===== config.mk =====
export PLATFORM = sky130hd
export DESIGN_NAME = uart_tx_fifo_param
export DESIGN_NICKNAME = d
export VERILOG_FILES = /design/src/rtl/uart_pkg.sv /design/src/rtl/sync_fifo.sv /design/src/rtl/uart_tx_fifo_param.sv
export SDC_FILE = /design/constraint.sdc
export NUM_CORES = 1
export LEC_CHECK = 0
export CAP_MARGIN = 20
export CORE_MARGIN = 1
export CORE_UTILIZATION = 60
export DETAILED_ROUTE_END_ITERATION = 6
export DONT_BUFFER_PORTS = 1
export PLACE_DENSITY = 0.8
export SKIP_CTS_REPAIR_TIMING = 1
export SLEW_MARGIN = 0
export SYNTH_ARGS = -nofsm -noshare
export SYNTH_HDL_FRONTEND = slang
export SYNTH_SLANG_ARGS = --single-unit

===== constraint.sdc =====
create_clock -name clkin -period 2.92 [get_ports clkin]
set_clock_uncertainty 0.2 [all_clocks]
set_input_delay 0.876 -clock clkin [delete_from_list [all_inputs] [get_ports clkin]]
set_output_delay 0.876 -clock clkin [all_outputs]
set_load 0.01 [all_outputs]

===== src/rtl/uart_pkg.sv =====
// Shared types for the parametrised UART transmitter: parity mode and transmit FSM states.
package uart_pkg;

  typedef enum logic [1:0] {
    PAR_NONE = 2'd0,
    PAR_EVEN = 2'd1,
    PAR_ODD  = 2'd2
  } parity_e;

  typedef enum logic [2:0] {
    IDLE,
    START,
    DATA,
    PARITY,
    STOP
  } tx_state_e;

endpackage


===== src/rtl/sync_fifo.sv =====
// Single-clock FIFO, head word visible on rdata while not empty; pushes are dropped when full.
// Pops are ignored when empty. The level counter is one bit wider than the pointers.
module sync_fifo #(
  parameter int WIDTH = 8,
  parameter int DEPTH = 4
) (
  input  logic                     clk,
  input  logic                     rst_n,
  input  logic                     push,
  input  logic [WIDTH-1:0]         wdata,
  input  logic                     pop,
  output logic [WIDTH-1:0]         rdata,
  output logic                     full,
  output logic                     empty,
  output logic [$clog2(DEPTH):0]   level
);

  localparam int PTR_W = $clog2(DEPTH);
  localparam int LVL_W = PTR_W + 1;

  logic [WIDTH-1:0] mem [DEPTH];
  logic [PTR_W-1:0] wr_ptr;
  logic [PTR_W-1:0] rd_ptr;
  logic             do_push;
  logic             do_pop;

  // Full wins over a simultaneous pop: the push is refused, not folded in.
  assign do_push = push & ~full;
  assign do_pop  = pop & ~empty;
  assign full    = (level == LVL_W'(DEPTH));
  assign empty   = (level == '0);
  assign rdata   = mem[rd_ptr];

  always_ff @(posedge clk or negedge rst_n) begin
    if (!rst_n) begin
      wr_ptr <= '0;
      rd_ptr <= '0;
      level  <= '0;
    end else begin
      if (do_push) wr_ptr <= wr_ptr + 1'b1;
      if (do_pop)  rd_ptr <= rd_ptr + 1'b1;
      case ({do_push, do_pop})
        2'b10:   level <= level + 1'b1;
        2'b01:   level <= level - 1'b1;
        default: level <= level;
      endcase
    end
  end

  always_ff @(posedge clk) begin
    if (do_push) mem[wr_ptr] <= wdata;
  end

endmodule


===== src/rtl/uart_tx_fifo_param.sv =====
// UART transmitter with input FIFO; frame format fixed at elaboration, LSB first, tx idle high.
// A word pushed into an empty FIFO while idle starts its start bit one cycle later; frames run back-to-back.
module uart_tx_fifo_param #(
  parameter int DATA_BITS    = 8,
  parameter int PARITY       = 0,
  parameter int STOP_BITS    = 1,
  parameter int CLKS_PER_BIT = 16,
  parameter int FIFO_DEPTH   = 4
) (
  input  logic                          clkin,
  input  logic                          resetn_in,
  input  logic [DATA_BITS-1:0]          in_data,
  input  logic                          in_valid,
  output logic                          in_ready,
  output logic                          tx,
  output logic                          busy,
  output logic [$clog2(FIFO_DEPTH):0]   fifo_level
);

  import uart_pkg::*;

  localparam parity_e               PAR_MODE  = parity_e'(PARITY);
  localparam int                    BAUD_W    = $clog2(CLKS_PER_BIT);
  localparam logic [BAUD_W-1:0]     BAUD_MAX  = BAUD_W'(CLKS_PER_BIT - 1);
  localparam logic [3:0]            LAST_DATA = 4'(DATA_BITS - 1);
  localparam logic [3:0]            LAST_STOP = 4'(STOP_BITS - 1);

  tx_state_e             state;
  tx_state_e             state_d;
  logic [BAUD_W-1:0]     baud_cnt;
  logic [3:0]            bit_cnt;
  logic [DATA_BITS-1:0]  shreg;
  logic [DATA_BITS-1:0]  fifo_rdata;
  logic                  par_acc;
  logic                  fifo_full;
  logic                  fifo_empty;
  logic                  pop;
  logic                  tx_d;
  logic                  baud_done;

  sync_fifo #(
    .WIDTH (DATA_BITS),
    .DEPTH (FIFO_DEPTH)
  ) u_fifo (
    .clk   (clkin),
    .rst_n (resetn_in),
    .push  (in_valid),
    .wdata (in_data),
    .pop   (pop),
    .rdata (fifo_rdata),
    .full  (fifo_full),
    .empty (fifo_empty),
    .level (fifo_level)
  );

  assign in_ready  = ~fifo_full;
  assign busy      = (state != IDLE) || !fifo_empty;
  assign baud_done = (baud_cnt == '0);

  always_ff @(posedge clkin or negedge resetn_in) begin
    if (!resetn_in) state <= IDLE;
    else            state <= state_d;
  end

  always_comb begin
    state_d = state;
    unique case (state)
      IDLE:             if (!fifo_empty) state_d = START;
      START:            if (baud_done) state_d = DATA;
      DATA:             if (baud_done && bit_cnt == LAST_DATA)
                          state_d = (PAR_MODE == PAR_NONE) ? STOP : uart_pkg::PARITY;
      uart_pkg::PARITY: if (baud_done) state_d = STOP;
      STOP:             if (baud_done && bit_cnt == LAST_STOP)
                          state_d = fifo_empty ? IDLE : START;
      default:          state_d = IDLE;
    endcase
  end

  // tx is computed for the state being entered so the line itself is a flop.
  always_comb begin
    pop  = (state_d == START) && (state != START);
    tx_d = tx;
    unique case (state_d)
      IDLE:  tx_d = 1'b1;
      START: tx_d = 1'b0;
      DATA: begin
        if (state == START)  tx_d = shreg[0];
        else if (baud_done)  tx_d = shreg[1];
      end
      uart_pkg::PARITY: begin
        if (state == DATA) tx_d = par_acc ^ shreg[0] ^ (PAR_MODE == PAR_ODD);
      end
      STOP:    tx_d = 1'b1;
      default: tx_d = 1'b1;
    endcase
  end

  always_ff @(posedge clkin or negedge resetn_in) begin
    if (!resetn_in) begin
      tx       <= 1'b1;
      baud_cnt <= '0;
      bit_cnt  <= '0;
      shreg    <= '0;
      par_acc  <= 1'b0;
    end else begin
      tx <= tx_d;
      if (state_d == IDLE)                baud_cnt <= '0;
      else if (state == IDLE || baud_done) baud_cnt <= BAUD_MAX;
      else                                 baud_cnt <= baud_cnt - 1'b1;
      if (state_d != state)                  bit_cnt <= '0;
      else if (baud_done && state != IDLE)   bit_cnt <= bit_cnt + 1'b1;
      // Parity accumulates each data bit as it leaves the shift register.
      if (pop) begin
        shreg   <= fifo_rdata;
        par_acc <= 1'b0;
      end else if (state == DATA && baud_done) begin
        shreg   <= shreg >> 1;
        par_acc <= par_acc ^ shreg[0];
      end
    end
  end

endmodule


==> results of run 1 <==
==> cell type report <==
cell class                      count  area, um^2  share of cell area
Clock buffer                        9         124              0.0420
Timing Repair Buffer                3        22.5             0.00763
Sequential cell                    60        1660               0.564
Tap cell                           52        65.1              0.0221
Multi-Input combinational cell    121         957               0.324
Clock inverter                      7        67.6              0.0229
Inverter                           13        51.3              0.0174
==> critical path: cells and delay by family (launching register included) <==
kind / cells / cell delay [ns]
AND/OR/NAND/NOR: 3 / 0.43
adder cells (fa/ha/maj): 3 / 0.78
flip-flops: 1 / 0.40
buffers and inverters: 3 / 0.23
XOR/XNOR: 2 / 0.31
AO/OA/AOI/OAI: 1 / 0.26
==> flip-flops by register name, summed over array words and instances (netlist names) <==
signal and flops:
state 3, shreg 8, u_fifo.level 3, u_fifo.wr_ptr 2
tx 1, bit_cnt 4, baud_cnt 4, u_fifo.rd_ptr 2
par_acc 1, u_fifo.mem 32
==> cells in the mapped netlist, types with 2 or more instances <==
cell       n
a31o_2     2
xnor2_1    7
edfxtp_1  32
inv_1     12
and3_1     4
buf_2      2
nor3_1     2
o21ai_0    3
nor2_1    23
nand2_1    9
dfrtp_1   27
mux2i_1    7
xor2_1     4
a21oi_1   19
mux4_2     8
ha_1       8
nand3_1    3
==> per-layer routing <==
metal  global-route usage  vias up
li1                     -      739
met1                0.277      773
met2                0.359       42
met3               0.0848       12
met4                0.104        0
met5                    0        -
==> power breakdown <==
| part | switching (uW) | leakage [uW] | internal [uW] | total, uW |
|---|---|---|---|---|
| Sequential | 235 | 0.000629 | 1180 | 1410 |
| Combinational | 543 | 0.000471 | 472 | 1020 |
| Clock | 324 | 0.0000926 | 389 | 713 |
| Total | 1100 | 0.00119 | 2040 | 3140 |
==> per-stage QoR <==
step / hold WS, ns / setup slack, ns / instances / utilization
after global routing: 0.00525 / 0.0567 / 265 / 0.678
after floorplan: 0.244 / 0.251 / 199 / -
after CTS: 0.0122 / 0.217 / 265 / 0.678
final: 0.0319 / 0.214 / 265 / 0.678
after detailed placement: 0.272 / 0.225 / 249 / 0.634
after global placement: 0.259 / 0.408 / 249 / 0.634
==> how the worst min path moves through the flow <==
stage	startpoint	to	slack (ns)	depth (start not counted)
global route	resetn_in	shreg[3]	0.005	0
global placement	baud_cnt[0]	baud_cnt[0]	0.26	1
detailed placement	baud_cnt[0]	baud_cnt[0]	0.27	1
finish	resetn_in	shreg[5]	0.03	0
CTS	resetn_in	shreg[5]	0.01	0
floorplan	baud_cnt[0]	baud_cnt[0]	0.24	1
==> logic make-up (layout without fill, tap and decap cells) <==
logic type,after synthesis,count (layout),share of synthesized area
adder cells (fa/ha/maj),9,9,0.0444
XOR/XNOR,11,11,0.0356
AND/OR/NAND/NOR,56,56,0.116
AO/OA/AOI/OAI,30,30,0.0657
flip-flops,60,60,0.615
buffers and inverters,18,32,0.0310
multiplexers,15,15,0.0925
==> results.yml, run 1 <==
layout:
  diodes: 0
  area_growth_pct: 9.12
  nets: 228
  drive_gt1_frac: 0.178
  fill_cells: 298
  final_cell_mix: "edfxtp_1 (32), dfrtp_1 (27), nor2_1 (23)"
  final_common_cell: "edfxtp_1"
  postLayoutCellArea_um2: 2950
sta:
  period_minus_slack_ns: 2.71
  rsz0062_at_grt: "false"
  hold_viol_final: 0
  post-route-period-util: 0.927
  setup_violations: 0
  slew_violations: 0
  final.setup.tns_ns: 0
  relSlewSlack: 0.693
  worst_pin_slew_ns: 0.457
  max_freq_mhz: 370
setup_path:
  critical_path.max_fanout: 5
  crit_path_max_incr_delay_ns: 0.40
  worstSetupPathType: "flip-flop to flip-flop"
  critPathLaunchType: "flip-flop"
  crit_path_start: "baud_cnt[0]"
  cp_slowest_cell: "dfrtp_1"
  reg2reg_depth: 12
  end_kind: "flip-flop"
  cp.required_ns: 2.97
  r2r_setup_slack_ns: 0.21
  path_cells: "inv_1 -> ha_1 -> nor3b_4 -> a31o_2 -> nand2_4 -> inv_4 -> ha_1 -> inv_1 -> fa_1 -> xor2_1 -> nor2_1 -> xor2_1"
  r2r_end: "u_fifo.level[2]"
  critPathArrivalTime_ns: 2.76
  endpoint: "u_fifo.level[2]"
  r2r-start: "baud_cnt[0]"
route:
  wirelength_mm: 4.67
  dr.pass1.iters: 4
  met1Wirelength_mm: 1.98
  vias_per_cell: 5.91
  top_layer: "met4"
  vias: 1566
  wire_per_inst_um: 17.6
  detail-route-antenna-nets: 0
  routed-wl-met2_mm: 2.36
  drtIter0Drc: 133
  wl_met3_um: 212
  drcViolationCount: 0
logic_synthesis:
  synth_top_area_frac: 0.355
  ys_seq_area_frac: 0.615
  synthTopCellsByArea: "edfxtp_1 (36%), dfrtp_1 (25%), mux4_2 (6.7%), ha_1 (3.7%), a21oi_1 (3.5%)"
  yosys_register_bits: 60
  synth_cell_types: 44
  synth_edf_count: 32
  yosysWarnings: 0
  syn_avg_cell_area_um2: 13.6
  synth_nets: 219
  synthFlopType: "edfxtp_1"
  yosys.area.top_type: "edfxtp_1"
  ys_async_sr_fraction: 0.467
  synthCells: 199
  syn_area_um2: 2700
floorplan:
  ioPinCount: 17
  die-height_um: 69.1
  dieWidth_um: 69.1
  die-area_um2: 4780
  initial_core_util: 0.621
  core_area_um2: 4350
  core.rowCount: 24
pwr:
  p_per_area_nw_per_um2: 1060
  p_total_uw: 3140
  leakage_uw: 0.00119
  peakVddDrop_v: 0.000645
place:
  dpl_cell_area_um2: 2760
  io_buffers: 0
  hpwlAfterDp_mm: 3.29
  gp_congestion: 0.940
clock_tree:
  cts_tree: "built"
  clockBufferDepth: 2
  cts_root_buf: "clkbuf_8"
  insertion_delay_ns: 0.33
  clock-sinks: 60
  cts-htree-levels: 3
  path_clk_slew_ns: 0.07
  cts-buffers-inserted: 9
global_route:
  grt_antenna_before_repair: 0
  grt_pass1_wl_mm: 8.01
  globalRouteOverflowTotal: 0
  grt.total_usage: 0.226
  first_global_vias: 1660
  grt_max_degree: 29
run:
  cap_viol_max_count: 0
hold_path:
  hold_class: "primary input to asynchronous set/reset pin"
status:
  status: "finished, final reports clean"
(Power assumes the default switching activity.)
==> run 2: changes to the inputs <==
--- a/config.mk
+++ b/config.mk
@@ -10,7 +10,7 @@
 export CORE_UTILIZATION = 60
 export DETAILED_ROUTE_END_ITERATION = 6
 export DONT_BUFFER_PORTS = 1
-export PLACE_DENSITY = 0.8
+export PLACE_DENSITY = 0.76
 export SKIP_CTS_REPAIR_TIMING = 1
 export SLEW_MARGIN = 0
 export SYNTH_ARGS = -nofsm -noshare
==> run 2 against run 1 <==
- count of clock-buffer cells in the layout increased by 1
- fmax increased by 3.0%
- sequential power about the same
- non-clock buffer count stayed put
- die area stayed put
- via count is 1.4% lower
- sequential share of layout area is 0.14 points higher
- highest routed layer unchanged
- flip-flop and latch count stayed put
- setup slack better by 0.080 ns
==> results.yml, run 2 (synthesis results as in run 1) <==
status:
  status: "finished, final reports clean"
setup_path:
  worstSetupPathType: "flip-flop to flip-flop"
  worst-path-stages: 12
  crit_path_max_incr_delay_ns: 0.39
  cp.required_ns: 2.98
  critical_path.max_fanout: 5
  r2r_end: "u_fifo.level[2]"
  cp_slowest_cell: "dfrtp_1"
  critPathArrivalTime_ns: 2.69
  reg2reg_depth: 12
  r2r-start: "baud_cnt[0]"
  crit_family: "adder cells"
  crit_buf_inv: 3
  end_kind: "flip-flop"
  critPathLaunchType: "flip-flop"
  path_cells: "inv_1 -> ha_1 -> nor3b_4 -> a31o_2 -> nand2_4 -> inv_4 -> ha_1 -> inv_1 -> fa_1 -> xor2_1 -> nor2_1 -> xor2_1"
  r2r_setup_slack_ns: 0.29
floorplan:
  initial_core_util: 0.621
  core_area_um2: 4350
  die-area_um2: 4780
  die-height_um: 69.1
  core.rowCount: 24
  ioPinCount: 17
  dieWidth_um: 69.1
route:
  dr.pass1.iters: 4
  wirelength_mm: 4.45
  wire_per_inst_um: 16.8
  drcViolationCount: 0
  vias: 1544
  vias_per_cell: 5.83
  drtIter0Drc: 82
  detail-route-antenna-nets: 0
sta:
  period_minus_slack_ns: 2.63
  rsz0062_at_grt: "false"
  post-route-period-util: 0.899
  hold_viol_final: 0
  setup_violations: 0
  slew_violations: 0
  max_freq_mhz: 381
  worst_pin_slew_ns: 0.458
  final.setup.tns_ns: 0
  relSlewSlack: 0.695
clock_tree:
  cts-buffers-inserted: 9
  cts_root_buf: "clkbuf_8"
  insertion_delay_ns: 0.34
  cts_tree: "built"
  clock-sinks: 60
  cts-htree-levels: 3
  clockBufferDepth: 2
  path_clk_slew_ns: 0.07
layout:
  diodes: 0
  reg_top3: "u_fifo.mem (32), shreg (8)"
  final_common_cell: "edfxtp_1"
  largest_reg_flops: 32
  final_cell_mix: "edfxtp_1 (32), dfrtp_1 (27), nor2_1 (23)"
  area_growth_pct: 8.84
  postLayoutCellArea_um2: 2940
  regMostFlops: "u_fifo.mem"
  final_util: 0.676
  drive_gt1_frac: 0.174
  multiInputGateArea_um2: 957
  stdcell_count: 265
  fill_cells: 304
  regArea_um2: 1660
  nets: 228
global_route:
  grt_pass1_wl_mm: 7.60
  grt_antenna_before_repair: 0
  globalRouteOverflowTotal: 0
  grt_max_degree: 29
  first_global_vias: 1649
  grt.total_usage: 0.216
run:
  cap_viol_max_count: 0
pwr:
  p_per_area_nw_per_um2: 1060
  peakVddDrop_v: 0.000485
  leakage_uw: 0.00119
place:
  dp.cells: 249
  dpl_cell_area_um2: 2760
  gp_congestion: 0.869
  io_buffers: 0
  hpwlAfterDp_mm: 3.08
hold_path:
  hold_class: "primary input to asynchronous set/reset pin"
run 2: power breakdown:
part	internal, uW	total, uW	switching (uW)
logic	473	1020	544
clock network	386	702	316
registers	1180	1400	225
total	2040	3120	1090
run 2: per-layer routing:
metal	vias to the layer above	share of wire	wire, um	track usage
met1	774	0.42	1860	0.252
li1	735	-	-	-
met4	0	0.032	144	0.150
met2	24	0.51	2270	0.352
met5	-	0	0	0
met3	11	0.038	170	0.0526
run 2: final cells by class:
class                           instances  area share
Clock buffer                           10      0.0434
Sequential cell                        60       0.565
Inverter                               13      0.0174
Timing Repair Buffer                    3     0.00765
Clock inverter                          6      0.0191
Tap cell                               52      0.0221
Multi-Input combinational cell        121       0.325
run 2: metrics by stage:
step	hold WS, ns	power, uW	worst slack, ns
final	0.0252	3120	0.293
after global routing	0.00955	3330	0.0591
after global placement	0.256	2360	0.413
after floorplan	0.244	2210	0.251
after detailed placement	0.271	2450	0.306
after CTS	0.0128	3150	0.286
run 2: worst max-delay path by stage:
stage,from,to
floorplan,baud_cnt[0],u_fifo.level[2]
global placement,baud_cnt[0],u_fifo.level[2]
detailed placement,baud_cnt[1],u_fifo.level[2]
CTS,baud_cnt[1],u_fifo.level[2]
global route,baud_cnt[0],u_fifo.level[2]
finish,baud_cnt[0],u_fifo.level[2]
